### src/rtl/ctrl_pkg.sv
// ============================================================================
// ctrl_pkg : shared encodings for the multi-cycle control path
// Rev 1.0
// ============================================================================
`default_nettype none

package ctrl_pkg;

  localparam logic [1:0] ALU_ADD = 2'b00;
  localparam logic [1:0] ALU_AND = 2'b01;
  localparam logic [1:0] ALU_OR  = 2'b10;
  localparam logic [1:0] ALU_NOR = 2'b11;

  localparam logic [5:0] OP_RTYPE = 6'h00;
  localparam logic [5:0] OP_J     = 6'h02;
  localparam logic [5:0] OP_ADDI  = 6'h08;
  localparam logic [5:0] OP_ANDI  = 6'h0C;
  localparam logic [5:0] OP_ORI   = 6'h0D;
  localparam logic [5:0] OP_LW    = 6'h23;
  localparam logic [5:0] OP_SW    = 6'h2B;

  localparam logic [5:0] FN_ADD = 6'h20;
  localparam logic [5:0] FN_AND = 6'h24;
  localparam logic [5:0] FN_OR  = 6'h25;
  localparam logic [5:0] FN_NOR = 6'h27;

  localparam logic [1:0] SRC_B_REG  = 2'b00;
  localparam logic [1:0] SRC_B_FOUR = 2'b01;
  localparam logic [1:0] SRC_B_SEXT = 2'b10;
  localparam logic [1:0] SRC_B_ZEXT = 2'b11;

  typedef enum logic [3:0] {
    S_FETCH     = 4'd0,
    S_DECODE    = 4'd1,
    S_MEM_ADDR  = 4'd2,
    S_MEM_READ  = 4'd3,
    S_MEM_WB    = 4'd4,
    S_MEM_WRITE = 4'd5,
    S_R_EXEC    = 4'd6,
    S_R_WB      = 4'd7,
    S_I_EXEC    = 4'd8,
    S_I_WB      = 4'd9,
    S_JUMP      = 4'd10,
    S_ILLEGAL   = 4'd11,
    S_BUSERR    = 4'd12
  } state_e;

endpackage

`default_nettype wire

### src/rtl/alu_op_decode.sv
// ============================================================================
// alu_op_decode : (opcode, funct) -> ALU operation plus supported-ALU-op flag
// Rev 1.0
// ============================================================================
`default_nettype none

module alu_op_decode
  import ctrl_pkg::*;
(
  input  logic [5:0] opcode_i,
  input  logic [5:0] funct_i,
  output logic [1:0] alu_op_o,
  output logic       valid_o
);

  always_comb begin
    alu_op_o = ALU_ADD;
    valid_o  = 1'b0;
    case (opcode_i)
      OP_RTYPE: begin
        valid_o = 1'b1;
        case (funct_i)
          FN_ADD:  alu_op_o = ALU_ADD;
          FN_AND:  alu_op_o = ALU_AND;
          FN_OR:   alu_op_o = ALU_OR;
          FN_NOR:  alu_op_o = ALU_NOR;
          default: valid_o  = 1'b0;
        endcase
      end
      OP_ADDI: begin alu_op_o = ALU_ADD; valid_o = 1'b1; end
      OP_ANDI: begin alu_op_o = ALU_AND; valid_o = 1'b1; end
      OP_ORI:  begin alu_op_o = ALU_OR;  valid_o = 1'b1; end
      default: valid_o = 1'b0;
    endcase
  end

endmodule

`default_nettype wire

### src/rtl/multicycle_ctrl.sv
// ============================================================================
// multicycle_ctrl : multi-cycle control FSM with memory handshake and timeout
// Rev 1.0
// ============================================================================
`default_nettype none

module multicycle_ctrl
  import ctrl_pkg::*;
#(
  parameter int MEM_TIMEOUT = 16
) (
  input  logic       clk,
  input  logic       reset_n,
  input  logic [5:0] opcode,
  input  logic [5:0] funct,
  input  logic       mem_ready,
  output logic       pc_write,
  output logic       ir_write,
  output logic       iord,
  output logic       mem_read,
  output logic       mem_write,
  output logic       reg_write,
  output logic       reg_dst,
  output logic       mem_to_reg,
  output logic       alu_src_a,
  output logic [1:0] alu_src_b,
  output logic [1:0] alu_op,
  output logic       pc_source,
  output logic       illegal,
  output logic       bus_err
);

  localparam int               CNT_W    = (MEM_TIMEOUT > 1) ? $clog2(MEM_TIMEOUT) : 1;
  localparam logic [CNT_W-1:0] CNT_LAST = CNT_W'(MEM_TIMEOUT - 1);

  state_e           state_q, state_d;
  logic [CNT_W-1:0] cnt_q, cnt_d;
  logic             is_sw_q;
  logic             pc_write_q, iord_q, mem_read_q, mem_write_q, reg_write_q;
  logic             reg_dst_q, mem_to_reg_q, alu_src_a_q, pc_source_q;
  logic             illegal_q, bus_err_q;
  logic [1:0]       alu_src_b_q, alu_op_q;

  logic [1:0]       w_dec_alu_op;
  logic             w_dec_valid;
  logic             w_req, w_timeout, w_fetch_done;

  alu_op_decode u_alu_op_decode (
    .opcode_i (opcode),
    .funct_i  (funct),
    .alu_op_o (w_dec_alu_op),
    .valid_o  (w_dec_valid)
  );

  // mem_read_q gates the fetch so the idle cycle straight after reset cannot complete one
  assign w_req        = mem_read_q | mem_write_q;
  assign w_timeout    = (MEM_TIMEOUT != 0) && w_req && !mem_ready && (cnt_q == CNT_LAST);
  assign w_fetch_done = (state_q == S_FETCH) && mem_read_q && mem_ready;

  always_comb begin
    state_d = state_q;
    case (state_q)
      S_FETCH:     if (w_fetch_done) state_d = S_DECODE;
                   else if (w_timeout) state_d = S_BUSERR;
      S_DECODE:    if (opcode == OP_LW || opcode == OP_SW) state_d = S_MEM_ADDR;
                   else if (opcode == OP_J) state_d = S_JUMP;
                   else if (w_dec_valid) state_d = (opcode == OP_RTYPE) ? S_R_EXEC : S_I_EXEC;
                   else state_d = S_ILLEGAL;
      S_MEM_ADDR:  state_d = is_sw_q ? S_MEM_WRITE : S_MEM_READ;
      S_MEM_READ:  if (mem_ready) state_d = S_MEM_WB;
                   else if (w_timeout) state_d = S_BUSERR;
      S_MEM_WRITE: if (mem_ready) state_d = S_FETCH;
                   else if (w_timeout) state_d = S_BUSERR;
      S_MEM_WB, S_R_WB, S_I_WB, S_JUMP: state_d = S_FETCH;
      S_R_EXEC:    state_d = S_R_WB;
      S_I_EXEC:    state_d = S_I_WB;
      default:     state_d = state_q;
    endcase
  end

  always_comb begin
    if (MEM_TIMEOUT == 0 || state_d != state_q || mem_ready || !w_req) cnt_d = '0;
    else cnt_d = cnt_q + 1'b1;
  end

  // Outputs are decoded from the next state so they line up with the state register
  always_ff @(posedge clk) begin
    if (!reset_n) begin
      state_q      <= S_FETCH;
      cnt_q        <= '0;
      is_sw_q      <= 1'b0;
      pc_write_q   <= 1'b0;
      iord_q       <= 1'b0;
      mem_read_q   <= 1'b0;
      mem_write_q  <= 1'b0;
      reg_write_q  <= 1'b0;
      reg_dst_q    <= 1'b0;
      mem_to_reg_q <= 1'b0;
      alu_src_a_q  <= 1'b0;
      alu_src_b_q  <= SRC_B_REG;
      alu_op_q     <= ALU_ADD;
      pc_source_q  <= 1'b0;
      illegal_q    <= 1'b0;
      bus_err_q    <= 1'b0;
    end else begin
      state_q      <= state_d;
      cnt_q        <= cnt_d;
      if (state_q == S_DECODE) is_sw_q <= (opcode == OP_SW);
      pc_write_q   <= 1'b0;
      iord_q       <= 1'b0;
      mem_read_q   <= 1'b0;
      mem_write_q  <= 1'b0;
      reg_write_q  <= 1'b0;
      reg_dst_q    <= 1'b0;
      mem_to_reg_q <= 1'b0;
      alu_src_a_q  <= 1'b0;
      alu_src_b_q  <= SRC_B_REG;
      alu_op_q     <= ALU_ADD;
      pc_source_q  <= 1'b0;
      illegal_q    <= 1'b0;
      bus_err_q    <= 1'b0;
      case (state_d)
        S_FETCH:     begin mem_read_q <= 1'b1; alu_src_b_q <= SRC_B_FOUR; end
        S_MEM_ADDR:  begin alu_src_a_q <= 1'b1; alu_src_b_q <= SRC_B_SEXT; end
        S_MEM_READ:  begin iord_q <= 1'b1; mem_read_q <= 1'b1; end
        S_MEM_WB:    begin reg_write_q <= 1'b1; mem_to_reg_q <= 1'b1; end
        S_MEM_WRITE: begin iord_q <= 1'b1; mem_write_q <= 1'b1; end
        S_R_EXEC:    begin alu_src_a_q <= 1'b1; alu_op_q <= w_dec_alu_op; end
        S_R_WB:      begin reg_write_q <= 1'b1; reg_dst_q <= 1'b1; alu_op_q <= alu_op_q; end
        S_I_EXEC: begin
          alu_src_a_q <= 1'b1;
          alu_src_b_q <= (opcode == OP_ADDI) ? SRC_B_SEXT : SRC_B_ZEXT;
          alu_op_q    <= w_dec_alu_op;
        end
        S_I_WB:      reg_write_q <= 1'b1;
        S_JUMP:      begin pc_write_q <= 1'b1; pc_source_q <= 1'b1; end
        S_ILLEGAL:   illegal_q <= 1'b1;
        S_BUSERR:    bus_err_q <= 1'b1;
        default:     ;
      endcase
    end
  end

  assign pc_write   = pc_write_q | w_fetch_done;
  assign ir_write   = w_fetch_done;
  assign iord       = iord_q;
  assign mem_read   = mem_read_q;
  assign mem_write  = mem_write_q;
  assign reg_write  = reg_write_q;
  assign reg_dst    = reg_dst_q;
  assign mem_to_reg = mem_to_reg_q;
  assign alu_src_a  = alu_src_a_q;
  assign alu_src_b  = alu_src_b_q;
  assign alu_op     = alu_op_q;
  assign pc_source  = pc_source_q;
  assign illegal    = illegal_q;
  assign bus_err    = bus_err_q;

endmodule

`default_nettype wire

### config.mk
export PLATFORM = sky130hd
export DESIGN_NAME = multicycle_ctrl
export DESIGN_NICKNAME = d
export VERILOG_FILES = /design/src/rtl/ctrl_pkg.sv /design/src/rtl/alu_op_decode.sv /design/src/rtl/multicycle_ctrl.sv
export SDC_FILE = /design/constraint.sdc
export NUM_CORES = 1
export LEC_CHECK = 0
export ABC_AREA = 1
export ABC_CLOCK_PERIOD_IN_PS = 1990
export BUFFER_PORTS_ARGS = -buffer_cell sky130_fd_sc_hd__buf_2
export CAP_MARGIN = 10
export CORE_ASPECT_RATIO = 0.8
export CORE_MARGIN = 3
export CORE_UTILIZATION = 52
export DETAILED_ROUTE_END_ITERATION = 6
export PLACE_DENSITY = 0.78
export SYNTH_ARGS = -nofsm -noshare
export SYNTH_HDL_FRONTEND = slang
export SYNTH_SLANG_ARGS = --single-unit
### constraint.sdc
create_clock -name clk -period 1.99 [get_ports clk]
set_input_delay 0.0995 -clock clk [delete_from_list [all_inputs] [get_ports clk]]
set_output_delay 0.0995 -clock clk [all_outputs]
set_load 0.1 [all_outputs]
# Word level (Yosys, flattened, before mapping)
# Index checks and enable logic that the tools add are counted.
[classes]
n_addsub = 1
mul = 0
n_div = 0
n_lt_le_gt_ge = 0
eq_ne = 33
n_shift = 0
muxes = 27
bitwise_logic = 3
reduce_logical = 21
[ops]
columns = ["operator", "n"]
rows = [
  ["== test 4 bit (second input constant)", 9],
  ["== test 6 bit (second input constant)", 6],
  ["== test 4 x 3 -> 1 bit (second input constant)", 8],
  ["2-to-1 mux 4 bit", 8],
  ["one-hot mux 4 bit (8 select lines)", 1],
  ["== test 6 x 4 -> 1 bit (second input constant)", 3],
  ["one-hot mux 2 bit (3 select lines)", 3],
  ["== test 4 x 2 -> 1 bit (second input constant)", 4],
  ["2-to-1 mux 1 bit", 12],
  ["OR reduction 3 bit", 3],
  ["logical NOT 4 bit", 2],
  ["OR reduction 2 bit", 4],
  ["OR reduction 4 bit", 2],
  ["== test 6 x 2 -> 1 bit (second input constant)", 1],
  ["logical NOT 6 bit", 1],
  ["adder 4 x 1 -> 4 bit (second input constant)", 1],
  ["== test 4 x 1 -> 1 bit (second input constant)", 1],
  ["logical AND 1 bit", 4],
  ["inequality test 4 bit", 1],
  ["one-hot mux 2 bit (2 select lines)", 1],
  ["logical OR 1 bit", 3],
  ["2-to-1 mux 3 bit", 1],
  ["logical NOT 1 bit", 2],
  ["OR 1 bit", 2],
  ["2 further kinds", 2],
]
[word_totals]
ff_bits = 23
latch_bits = 0
ram_bits = 0
romBits = 0
inputBits = 15
memories = 0

# Depth between registers and ports, before layout
# Gate-level depths: netlist of the first run.
[depth]
word_depth = 12
mapped_depth = 14
ltp_nobuf = 14

# Hierarchy
# From an unflattened synthesis of the first run, not the netlist that was laid out.
[hier_totals]
cells_unflattened = 215
area_unflattened_um2 = 1338.8
[modules_own_cells]
columns = ["module", "n_inst", "cells_per_inst", "area_per_inst_um2", "seq_area_each_um2"]
rows = [
  ["multicycle_ctrl", 1, 181, 1179.9, 460.4],
  ["alu_op_decode", 1, 34, 158.9, 0.0],
]

# Worst setup path after synthesis of the first run
# OpenSTA, ideal clock, no wires.
[synth_path]
path_kind = "flip-flop to output port"
startpoint = "reg mem_read_q (netlist: mem_read)"
endpoint = "out pc_write"
arrival_time_ns = 2.492
required_ns = 1.891
setup_slack_ns = -0.602
stages_incl_launch_ff = 6
path_buffers = 0
path_cell_list = "dfxtp_1 > nand2_1 > inv_1 > nand3_1 > inv_1 > or2_2"
[synth_between]
elab_chain_cells = 3
[synth_rtl]
columns = ["element", "line", "rtl"]
rows = [
  ["from (decl)", "multicycle_ctrl.sv:39", "logic pc_write_q, iord_q, mem_read_q, mem_write_q, reg_write_q;"],
  ["from (signal assigned)", "multicycle_ctrl.sv:94", "mem_read_q <= 1'b0;"],
  ["from (signal assigned)", "multicycle_ctrl.sv:111", "mem_read_q <= 1'b0;"],
  ["from (signal assigned)", "multicycle_ctrl.sv:123", "S_FETCH: begin mem_read_q <= 1'b1; alu_src_b_q <= SRC_B_FOUR; end"],
  ["logical AND 1 bit (2 in series)", "multicycle_ctrl.sv:58", "assign w_fetch_done = (state_q == S_FETCH) && mem_read_q && mem_ready;"],
  ["via ir_write", "multicycle_ctrl.sv:18", "output logic ir_write,"],
  ["OR 1 bit", "multicycle_ctrl.sv:144", "assign pc_write = pc_write_q | w_fetch_done;"],
  ["to (decl)", "multicycle_ctrl.sv:17", "output logic pc_write,"],
]
# The timed path passes the listed nets, and every way through them passes these cells.

# Worst setup path in the final report of the first run
[layout_path]
startpoint = "reg cnt_q[0]"
endpoint = "reg alu_op_q[0] (netlist: alu_op[0])"
[layout_between]
elab_chain_cells = 8
word_cells_on_any_way = 12
cone_classes = "eq/ne: 4; mux: 6; reduce/logical: 2"
[layout_rtl]
columns = ["element", "line", "rtl"]
rows = [
  ["from (decl)", "multicycle_ctrl.sv:37", "logic [CNT_W-1:0] cnt_q, cnt_d;"],
  ["from (signal assigned)", "multicycle_ctrl.sv:107", "cnt_q <= cnt_d;"],
  ["== test 4 bit *", "multicycle_ctrl.sv:57", "assign w_timeout = (MEM_TIMEOUT != 0) && w_req && !mem_ready && (cnt_q == CNT_LAST);"],
  ["logical AND 1 bit *", "multicycle_ctrl.sv:57", ""],
  ["2-to-1 mux 4 bit *", "multicycle_ctrl.sv:64, multicycle_ctrl.sv:71, multicycle_ctrl.sv:73", ""],
  ["2-to-1 mux 4 bit, on equally long branches", "multicycle_ctrl.sv:72, multicycle_ctrl.sv:63, multicycle_ctrl.sv:70", ""],
  ["one-hot mux 4 bit (8 select lines) *", "multicycle_ctrl.sv:62", "case (state_q)"],
  ["== test 4 bit / == test 4 x 3 -> 1 bit (equally long branches)", "multicycle_ctrl.sv:122", "case (state_d)"],
  ["OR reduction 2 bit (no line)", "n/a", ""],
  ["one-hot mux 2 bit (2 select lines)", "multicycle_ctrl.sv:122", ""],
  ["to (signal assigned)", "multicycle_ctrl.sv:133", "alu_op_q <= w_dec_alu_op;"],
  ["to (decl)", "multicycle_ctrl.sv:42", "logic [1:0] alu_src_b_q, alu_op_q;"],
]
# Mark *: on every way between the ends. The rest lies on a longest branch, timed or not.
# A chain may end at the register's enable or synchronous reset.

==> results of run 1 <==
[routing by layer]
| layer | track usage | routed length (um) | part of all wire |
|---|---|---|---|
| met1 | 0.2747 | 1457 | 0.47 |
| met2 | 0.3571 | 1433 | 0.46 |
| met3 | 0.05934 | 169 | 0.054 |
| met4 | 0.04779 | 48 | 0.015 |
| met5 | 0 | 0 | 0 |
[cells by family after synthesis]
logic type	count (synthesis)
and+or+nand+nor	137
xor gates and xnor gates	1
AOI/OAI and AO/OA	10
buffers and inverters	29
DFF	23
adders and majority gates	1
[worst max-delay path, delay by kind of cell, from the launching register on]
family | cells | cell delay, ns
fa+ha+maj | 1 | 0.18
flops | 1 | 0.38
simple gates | 9 | 0.94
compound gates | 1 | 0.28
[through the flow]
step,total power (uW),hold slack [ns],std cells
after floorplan,1776,0.1971,201
after global placement,2017,0.4024,264
after detailed placement,2036,0.4065,264
after CTS,2260,0.06634,268
after global routing,2438,0.06563,268
final,2260,0.06843,268
[cell usage in the layout, fill, tap and decap left out]
cell type and count:
inv_2 1, a211oi_1 1, ha_1 1, nor2_4 2, nand3b_1 2, nor3_1 1
clkbuf_4 4, nand3_2 5, nor2_1 38, nor4_1 2, a2111oi_0 1, o2111ai_1 1
dfxtp_1 21, inv_1 26, buf_2 29, clkinv_2 1, a2bb2oi_1 1, nand3_1 19
nand4_2 1, xor2_1 1, nor2_2 4, a21oi_2 1, dfxtp_2 2, clkinvlp_4 1
nand2_2 5, nand2_1 49, o21ai_1 3, or2_1 1, nand4_1 6, or2_4 1
a21oi_1 2, nor3b_1 1
[where the power goes]
part | leakage, uW | switching, uW | internal [uW]
clock network | 0.0000177 | 140 | 75.3
logic | 0.000642 | 1080 | 351
registers | 0.000188 | 61.7 | 551
[what timing repair did]
item                                    CTS  global route
buffers inserted                          0             0
resized for setup                         0             1
hold endpoints to repair                  0             0
endpoints found under the setup margin    0             1
[worst paths after layout]
path	from	endpoint	slack (ns)	cells after the start
setup / recovery	cnt_q[0]	alu_op[0]	0.18	11
hold / removal	reset_n	reg_write	0.07	3
setup reg to reg	cnt_q[0]	alu_op[0]	0.18	11
hold reg to reg	alu_op[0]	alu_op[0]	0.45	2
[final cells by class]
cell class,count,area (um^2),share of cell area
well taps,34,42.54,0.02764
repair buffers,30,152.6,0.09919
inverters,28,108.9,0.07073
clock inverters,1,5.005,0.003252
flip-flops and latches,23,462.9,0.3008
clock buffers,3,22.52,0.01463
multi-input cells,149,744.5,0.4837
==> impl_metrics.csv, run 1 <==
group,metric,value,unit
critical_path,arrival,2.08,ns
synthesis,ys_async_sr_fraction,0,
power,leakage,0.0008469,uW
global_routing,grt_overflow,0,
critical_path,worstSetupEndpointType,"flip-flop",
synthesis,synth_simple_gate_area_share,0.4981,
placed_design,dpl-instance-area,1509,um^2
critical_path,critical_path_class,"reg -> reg",
die,num_rows,15,
sta,tns,0,ns
placed_design,dp_hpwl,2.553,mm
global_routing,antenna_found_initial,0,
finish,final_layout_size_suffix_gt1_frac,0.2436,
sta,fin_crit_sh,0.9109,
clocking,cts_hold_buf,0,
hold_path,hold_path_class,"in -> reg",
finish,top_regs,"cnt_q (4), state_q (4)",
sta,rsz0062_at_grt,"no",
sta,maxSlewHeadroom,0.6726,
die,num_io_pins,31,
drt,dr.pass1.iters,4,
finish,n_antenna_cell,0,
job,cap_violations,0,
die,die_area,3164,um^2
clocking,numCtsBuffers,3,
critical_path,worstPathMaxFanout,5,
synthesis,avgSynthCellArea,6.524,um^2
clocking,clkTransAtPathRegs,0.12,ns
drt,drt_first_iter_violations,112,
critical_path,required,2.26,ns
drt,vias_per_cell,5.082,
synthesis,ys.flop_type,"dfxtp_1",
drt,vias,1362,
sta,worst_pin_slew,0.4945,ns
die,die_y,50.92,um
critical_path,cp_common_cell,"nand2_1",
synthesis,synth_compound_area_frac,0.05153,
global_routing,grt_max_degree,16,
sta,finalMaxSlewViolations,0,
synthesis,syn-num-nets,217,
synthesis,netlist_top_cells_count,"nand2_1 (49), nor2_1 (38), inv_1 (27), dfxtp_1 (23), nand3_1 (19)",
synthesis,synth-edff-count,0,
synthesis,synth_cell_types,28,
synthesis,synth_top_family_by_area,"simple AND/OR/NAND/NOR gates",
clocking,cts.sinks,23,
synthesis,syn_area,1311,um^2
drt,remaining_drc_errors,0,
synthesis,synth_area_leaders,"dfxtp_1 (35%), nand2_1 (14%), nor2_1 (11%), inv_1 (7.7%), nand3_1 (7.3%)",
power,irDropWorstVdd,0.8805,mV
synthesis,yosys.area.top_type,"dfxtp_1",
outcome,status,"finished clean",
synthesis,ys_seq_area_frac,0.3511,
synthesis,synthCells,201,
placed_design,gp_congestion,1.025,
sta,final.setup.worst_slack,0.1773,ns
finish,fin_nets,251,
clocking,insertion_delay,0.31,ns
drt,drt_wl_total,3.109,mm
sta,setup_viol,0,
placed_design,io_buffers,30,
clocking,cts_tree,"yes",
synthesis,yosysMostFrequentCell,"nand2_1",
finish,final_core_util,0.6777,
drt,postRouteAntennaNets,0,
die,start_util,0.5774,
global_routing,grt_util_all_layers,0.2128,
power,powerDensity,1468,nW/um^2
drt,avgRoutedWirePerCell,11.60,um
synthesis,yosysTopAreaCellShare,0.3511,
die,fp.coreArea,2271,um^2
global_routing,grt_pass1_vias,1211,
synthesis,synth_fa_ha_area_frac,0.009542,
finish,design_area,1539,um^2
global_routing,grt_pass1_wl,5.437,mm
sta,fin_crit,1.813,ns
sta,fmax,0.5517,GHz
synthesis,ys_ff_latch,23,
finish,fill_cells,222,
synthesis,synth-xor-area-share,0.006679,
critical_path,slowest_delay,0.38,ns
sta,skew,0.004247,ns
clocking,ctsHtreeMaxLevel,1,
clocking,cts_root_buf,"clkbuf_4",
die,fp.dieW,62.15,um
critical_path,worstPathCellList,"ha_1 > nand2_1 > nor2_1 > nand2_1 > nand2_1 > nand2_2 > a21oi_2 > nand4_2 > nand2_1 > nand2_1 > nand2_1",
synthesis,synthMuxAreaShare,0,
placed_design,pre_cts_ws,0.2093,ns
sta,final-hold-violation-count,0,
critical_path,start_kind,"flip-flop",
critical_path,slowest_stage,"dfxtp_1",
synthesis,ys_warn_count,0,
finish,area_growth,17.37,%
clocking,clock_path_buffers,2,
No activity file was read; power rests on OpenSTA's default activity.
==> inputs of run 2 (changes only) <==
Settings changed: ABC_CLOCK_PERIOD_IN_PS 1990 to 1950, CORE_MARGIN 3 to unset.
Clock period 1.99 ns to 1.95 ns, I/O delays scaled along.
==> run 2 against run 1 <==
- cell area is 0.49% higher
- non-clock buffer count stayed put
- clock power is 2% higher
- highest routed layer unchanged
- hold slack better by 0.010 ns
- global-route usage is 4.8 points higher
- clock skew is 0.0014 ns higher
- cell count stayed put
- via count is 2.8% higher
- sequential power is 2% higher
- sequential cell count stayed put
==> impl_metrics.csv, run 2 (synthesis results as in run 1) <==
group,metric,value,unit
outcome,status,"finished clean",
clocking,insertion_delay,0.32,ns
drt,drt_first_iter_violations,61,
sta,fin_crit_sh,0.9361,
die,num_rows,15,
power,powerDensity,1511,nW/um^2
critical_path,arrival,1.73,ns
placed_design,pre_cts_ws,0.1569,ns
placed_design,dp_hpwl,2.629,mm
critical_path,r2r_cells,10,
finish,multi_input_area,752.0,um^2
finish,final_cell_mix,"nand2_1 (49), nor2_1 (38), buf_2 (29)",
global_routing,grt_pass1_vias,1196,
clocking,numCtsBuffers,3,
die,fp.dieW,58.15,um
clocking,cts_resized,0,
clocking,clock_path_buffers,2,
critical_path,r2r_start,"state_q[1]",
clocking,cts_hold_buf,0,
drt,postRouteAntennaNets,0,
sta,final-hold-violation-count,0,
clocking,cts.sinks,23,
power,finalPower,2336,uW
sta,skew,0.005605,ns
critical_path,crit_start,"state_q[1]",
critical_path,start_kind,"flip-flop",
die,die_y,46.92,um
finish,n_antenna_cell,0,
clocking,ctsHtreeMaxLevel,1,
finish,area_growth,17.94,%
power,irDropWorstVdd,1.035,mV
sta,final.setup.worst_slack,0.1247,ns
global_routing,grt_pass1_wl,5.244,mm
hold_path,min_delay_path_depth,3,
die,fp.coreArea,2271,um^2
clocking,clkTransAtPathRegs,0.12,ns
drt,remaining_drc_errors,0,
critical_path,worstSetupEndpointType,"output pin",
critical_path,critical_path_class,"reg -> out",
hold_path,min_from,"reset_n",
sta,fmax,0.5478,GHz
clocking,cts_root_buf,"clkbuf_4",
sta,fin_crit,1.825,ns
drt,drt_wl_total,3.208,mm
drt,vias_per_cell,5.224,
critical_path,worstPathMaxFanout,6,
hold_path,hold_path_class,"in -> reg",
critical_path,required,1.85,ns
die,die_area,2728,um^2
job,cap_violations,0,
global_routing,grt_max_degree,16,
placed_design,gp_congestion,0.9482,
drt,dr.pass1.iters,4,
global_routing,antenna_found_initial,0,
sta,setup_viol,0,
finish,top_regs,"cnt_q (4), state_q (4)",
global_routing,grt_util_all_layers,0.2611,
sta,worst_pin_slew,0.4906,ns
global_routing,grt_overflow,0,
die,start_util,0.5774,
drt,vias,1400,
finish,fill_cells,203,
power,leakage,0.0008486,uW
placed_design,io_buffers,30,
finish,register_area,462.9,um^2
clocking,cts_tree,"yes",
clocking,post-cts-setup-buffers,0,
sta,rsz0062_at_grt,"no",
sta,finalMaxSlewViolations,0,
finish,final_layout_size_suffix_gt1_frac,0.2436,
sta,tns,0,ns
finish,fin_nets,251,
die,num_io_pins,31,
drt,avgRoutedWirePerCell,11.97,um
sta,maxSlewHeadroom,0.6752,
finish,final_common_cell,"nand2_1",
run 2: per-layer routing:
layer	GRT usage	vias to the layer above	wire length, um
met2	0.4598	52	1492
met1	0.3294	621	1426
met4	0.06667	0	65
met3	0.06336	11	224
met5	0	-	0
li1	-	716	-
run 2: path summary, 6_finish.rpt:
kind                             endpoint  slack (ns)
worst min register to register  alu_op[0]        0.47
worst max-delay path             pc_write        0.12
worst max register to register  alu_src_a        0.15
worst min-delay path            reg_write        0.08
run 2: per-stage QoR:
step	area [um^2]	util	std cells	hold WS, ns
floorplan	1320	-	201	0.1951
global placement	1509	0.6645	264	0.4083
detailed placement	1509	0.6645	264	0.4115
CTS	1536	0.6766	268	0.07001
global route	1546	0.6810	268	0.06440
finish	1546	0.6810	268	0.07890
run 2: worst max-delay path, stage by stage, from the launching register on:
cell        delay (ns)
dfxtp_1           0.51
nor2_2            0.12
nand3_1           0.18
clkinvlp_4        0.11
or2_4             0.22
clkbuf_4          0.27
run 2: final cells by class:
class	count	share of cell area
sequential	23	0.2994
multi-input combinational	149	0.4862
clock buffer	3	0.01456
clock inverter	1	0.003236
tap	34	0.02751
timing repair buffer	30	0.09871
inverter	28	0.07039
run 2: power by group:
group | internal, uW | switching (uW) | total [uW]
clock network | 76.9 | 142 | 219
logic | 368 | 1120 | 1490
registers | 562 | 65.4 | 627
